`config.mk`:
```
export PLATFORM = sky130hd
export DESIGN_NAME = t09_game_ctrl
export DESIGN_NICKNAME = d
export VERILOG_FILES = /design/src/rtl/t09_game_ctrl.sv
export SDC_FILE = /design/constraint.sdc
export NUM_CORES = 1
export LEC_CHECK = 0
export ABC_AREA = 1
export CAP_MARGIN = 0
export CORE_AREA = 4 4 74 76
export DETAILED_ROUTE_END_ITERATION = 8
export DIE_AREA = 0 0 78 80
export PLACE_DENSITY_LB_ADDON = 0.15
export SYNTH_ARGS = -nofsm -noshare
export SYNTH_HDL_FRONTEND = slang
export SYNTH_SLANG_ARGS = --single-unit
```
`constraint.sdc`:
```
create_clock -name clk -period 3.1 [get_ports clk]
set_input_delay 0.31 -clock clk [delete_from_list [all_inputs] [get_ports clk]]
set_output_delay 0.31 -clock clk [all_outputs]
set_load 0.03 [all_outputs]
```
`src/rtl/t09_game_ctrl.sv`:
```
// Snake game sequencer: paces head steps from the movement tick, samples the
// collision flags after settling, and keeps score, length and game state.
module t09_game_ctrl #(
    parameter int INIT_LEN = 2,
    parameter int MAX_LEN  = 50,
    parameter int LEN_W    = 7,
    parameter int SCORE_W  = 8
) (
    input  logic               clk,
    input  logic               nRst,
    input  logic               start,
    input  logic               pauseBtn,
    input  logic               moveTick,
    input  logic               goodColl,
    input  logic               badColl,
    input  logic               appleAck,
    output logic               stepEn,
    output logic               grow,
    output logic               appleReq,
    output logic [LEN_W-1:0]   snakeLen,
    output logic [SCORE_W-1:0] score,
    output logic [2:0]         gameState,
    output logic               gameOver,
    output logic               win
);

    // state  | meaning
    // IDLE   | after reset, waiting for start
    // RUN    | playing, waiting for a movement tick
    // STEP   | stepEn asserted, snake registers advance
    // SETTLE | collision checker registers the new head
    // CHECK  | collision flags sampled
    // APPLE  | appleReq held until appleAck
    // PAUSE  | play frozen, ticks dropped
    // OVER   | body/border hit, waiting for start
    // WIN    | MAX_LEN reached, shown as gameState 7 with win
    typedef enum logic [3:0] {
        S_IDLE   = 4'd0,
        S_RUN    = 4'd1,
        S_STEP   = 4'd2,
        S_SETTLE = 4'd3,
        S_CHECK  = 4'd4,
        S_APPLE  = 4'd5,
        S_PAUSE  = 4'd6,
        S_OVER   = 4'd7,
        S_WIN    = 4'd8
    } state_t;

    state_t             r_state;
    state_t             w_state_nxt;
    logic               w_start_game;
    logic               w_eat;
    logic [LEN_W-1:0]   w_len_inc;
    logic [3:0]         w_nxt_code;

    logic               r_step;
    logic               r_grow;
    logic               r_req;
    logic               r_over;
    logic               r_win;
    logic [2:0]         r_gs;
    logic [LEN_W-1:0]   r_len;
    logic [SCORE_W-1:0] r_score;

    assign w_len_inc    = r_len + 1'b1;
    assign w_start_game = start && (r_state == S_IDLE || r_state == S_OVER || r_state == S_WIN);
    assign w_eat        = (r_state == S_CHECK) && goodColl && !badColl;
    assign w_nxt_code   = w_state_nxt;

    always_ff @(posedge clk or negedge nRst) begin
        if (!nRst) begin
            r_state <= S_IDLE;
        end else begin
            r_state <= w_state_nxt;
        end
    end

    always_comb begin
        w_state_nxt = r_state;
        case (r_state)
            S_IDLE, S_OVER, S_WIN: begin
                if (start) w_state_nxt = S_APPLE;
            end
            S_RUN: begin
                if (moveTick)      w_state_nxt = S_STEP;
                else if (pauseBtn) w_state_nxt = S_PAUSE;
            end
            S_PAUSE: begin
                if (pauseBtn) w_state_nxt = S_RUN;
            end
            S_STEP:   w_state_nxt = S_SETTLE;
            S_SETTLE: w_state_nxt = S_CHECK;
            S_CHECK: begin
                // a fatal hit wins over an apple seen in the same cycle
                if (badColl)       w_state_nxt = S_OVER;
                else if (goodColl) w_state_nxt = (w_len_inc == LEN_W'(MAX_LEN)) ? S_WIN : S_APPLE;
                else               w_state_nxt = S_RUN;
            end
            S_APPLE: begin
                if (appleAck) w_state_nxt = S_RUN;
            end
            default: w_state_nxt = S_IDLE;
        endcase
    end

    // Outputs are registered from the next state so they line up with the state register.
    always_ff @(posedge clk or negedge nRst) begin
        if (!nRst) begin
            r_step  <= 1'b0;
            r_grow  <= 1'b0;
            r_req   <= 1'b0;
            r_over  <= 1'b0;
            r_win   <= 1'b0;
            r_gs    <= 3'd0;
            r_len   <= LEN_W'(INIT_LEN);
            r_score <= '0;
        end else begin
            r_step <= (w_state_nxt == S_STEP);
            r_grow <= w_eat;
            r_req  <= (w_state_nxt == S_APPLE);
            r_over <= (w_state_nxt == S_OVER);
            r_win  <= (w_state_nxt == S_WIN);
            r_gs   <= (w_state_nxt == S_WIN) ? 3'd7 : w_nxt_code[2:0];
            if (w_start_game) begin
                r_len   <= LEN_W'(INIT_LEN);
                r_score <= '0;
            end else if (w_eat) begin
                r_len <= w_len_inc;
                if (r_score != {SCORE_W{1'b1}}) r_score <= r_score + 1'b1;
            end
        end
    end

    assign stepEn    = r_step;
    assign grow      = r_grow;
    assign appleReq  = r_req;
    assign gameOver  = r_over;
    assign win       = r_win;
    assign gameState = r_gs;
    assign snakeLen  = r_len;
    assign score     = r_score;

endmodule

```
==> impl_metrics.tcl <==
set metrics [dict create \
    cp_slowest_cell "dfrtp_1" \
    hold_class "in -> async" \
    final_max_slew_viol_count 0 \
    core_area_sq_mm 0.00472 \
    diodes 0 \
    synth_cell_types 21 \
    synthesis.nets 202 \
    die_w_microns 78 \
    boundaryPins 31 \
    ys_top_cells_by_area "dfrtp_1, nand2_1, inv_1, nand3_1, o21ai_0" \
    end_kind "flip-flop" \
    tns_ns 0 \
    htreeDepth 1 \
    start_kind "flip-flop" \
    path_class "reg -> reg" \
    worst_slack_ns 1.20 \
    hold_viol_final 0 \
    p_per_area_mw_per_mm2 846 \
    slew_headroom 0.707 \
    ys_warn_count 0 \
    synth_top_area_frac 0.439 \
    async_reset_ff_frac 1.00 \
    max-clock-path-buffers 2 \
    rsz0062_at_grt "false" \
    gp_congestion 0.790 \
    first_iter_violations 48 \
    fin_skew_ns 0.00256 \
    r2r_slack_ns 1.20 \
    worstPathMaxFanout 11 \
    synth-edff-count 0 \
    grt_start_max_net_pins 28 \
    post-dp-hpwl_microns 2470 \
    clkTransAtPathRegs_ns 0.09 \
    placedCellCount 287 \
    drc 0 \
    cts_inserted_buffers 3 \
    grtUsageTotal 0.112 \
    initial_utilization 0.314 \
    clock-sinks 27 \
    antenna_found_initial 0 \
    drt-total-wl_microns 3260 \
    nets 236 \
    area_delta_synth_final_pct 28.0 \
    avgSynthCellArea_sq_um 7.76 \
    max_freq_ghz 0.527 \
    ant_nets 0 \
    rr_worst_depth 10 \
    cts_resized 0 \
    drive_gt1_frac 0.0670 \
    cts-root-buf "clkbuf_8" \
    syn_inst 191 \
    die_h_microns 80 \
    path_depth 10 \
    synth.most_common_cell "nand2_1" \
    viasPerCell 4.44 \
    overflow 0 \
    cp-startpoint "r_state[3]" \
    synth-seq-cells 27 \
    cts_tree "done" \
    synth_area_sq_mm 0.00148 \
    netlist.top_cell.by_area "dfrtp_1" \
    p_leak_nw 0.879 \
    crit_chain "inv_1 > nand2_1 > nor2_4 > inv_2 > nor3_4 > nand2_2 > nand2_2 > inv_1 > nand2_1 > o31ai_1" \
    stdcell_count 291 \
    min_period_over_period 0.612 \
    min_period_ns 1.90 \
    synth_commonest_cells "nand2_1, inv_1, dfrtp_1" \
    vdd.ir_drop.worst_mv 0.461 \
    wl_per_cell_microns 11.2 \
    pre_cts_slack_ns 1.16 \
    worstSkewPairLatency_ns 0.26 \
    timing.rr.start "r_state[3]" \
    tightest_slew_ns 0.437 \
    first_pass_iters 4 \
    grt_pass1_vias 1221 \
    io_buffer_count 30 \
    setup_viol 0 \
    grt_pass1_wl_microns 5620 \
    timing.rr.end "score[6]" \
    cts_setup_buffers 0 \
    synth-main-ff-cell "dfrtp_1" \
    holdBufCountCts 0 \
    dr_total_vias 1293 \
    cp_top_family "simple AND/OR/NAND/NOR gates" \
    cp_slowest_stage_delay_ns 0.41 \
    synth_seq_area_share 0.457 \
    path_buf_inv 3 \
    status "completed" \
    crit_required_ns 3.25 \
    die_area_sq_mm 0.00624 \
    crit_arrival_ns 2.05 \
    num_rows 25 \
    drv_cap 0 \
]
logic make-up after synthesis:
family / after synthesis / synth area share
xor+xnor: 6 / 0.0355
buf+inv: 34 / 0.0963
fa+ha+maj: 3 / 0.0253
flops: 27 / 0.457
simple gates: 101 / 0.313
compound gates: 20 / 0.0726
flip-flops by register name, summed over array words and instances (netlist names):
register and count:
r_state 4, win 1, score 8, grow 1, appleReq 1, stepEn 1
gameOver 1, gameState 3, snakeLen 7
area by class of cell:
class / instances / area (sq um)
fill: 496 / 2830
timing repair buffer: 31 / 308
inverter: 32 / 120
multi-input combinational: 130 / 662
tap: 67 / 83.8
sequential: 27 / 677
clock buffer: 4 / 45.0
per-stage QoR:
step | hold slack, ns | total power [mW] | utilization | cell area (sq um)
floorplan | 0.0144 | 1.15 | - | 1480
global route | 0.448 | 1.74 | 0.401 | 1900
detailed placement | 0.515 | 1.41 | 0.392 | 1850
CTS | 0.423 | 1.62 | 0.401 | 1900
global placement | 0.522 | 1.42 | 0.392 | 1850
finish | 0.414 | 1.60 | 0.401 | 1900
metal layers:
layer	vias to the layer above	track usage	wire, microns
met5	-	0	0
met4	0	0.0262	24
met3	2	0.0327	149
met2	26	0.175	1390
met1	592	0.154	1700
li1	673	-	-
where the power goes:
| part | leakage [nW] | total [mW] | switching, mW | internal, mW |
|---|---|---|---|---|
| clock network | 0.0228 | 0.194 | 0.102 | 0.0918 |
| registers | 0.356 | 0.573 | 0.111 | 0.461 |
| logic | 0.501 | 0.836 | 0.538 | 0.298 |
| total | 0.879 | 1.60 | 0.752 | 0.851 |
worst reg2reg max path, delay by kind of cell (launching register included):
family / cells / cell delay, ns
flops: 1 / 0.41
simple gates: 6 / 1.02
compound gates: 1 / 0.06
buf+inv: 3 / 0.29
placed cells by master (no fill, tap or decap):
master / instances
nor2_1: 15
o31ai_1: 1
nand4_1: 7
inv_1: 29
buf_4: 1
nor3_1: 3
xnor2_1: 2
nand3_1: 21
nand2_2: 4
nor3_4: 1
dfstp_2: 1
nand2_1: 48
a22oi_1: 1
xor2_1: 4
inv_2: 3
clkbuf_1: 1
clkdlybuf4s50_1: 30
clkbuf_8: 3
o21ai_0: 13
dfrtp_1: 26
o22ai_1: 2
a21oi_1: 3
ha_1: 3
nor2_4: 2
how the worst max path moves through the flow:
stage	end	slack, ns
detailed placement	score[6]	1.16
CTS	score[6]	1.17
finish	score[6]	1.20
floorplan	gameState[0]	1.30
global route	gameState[0]	0.97
global placement	snakeLen[4]	1.15
(Power assumes the default switching activity.)
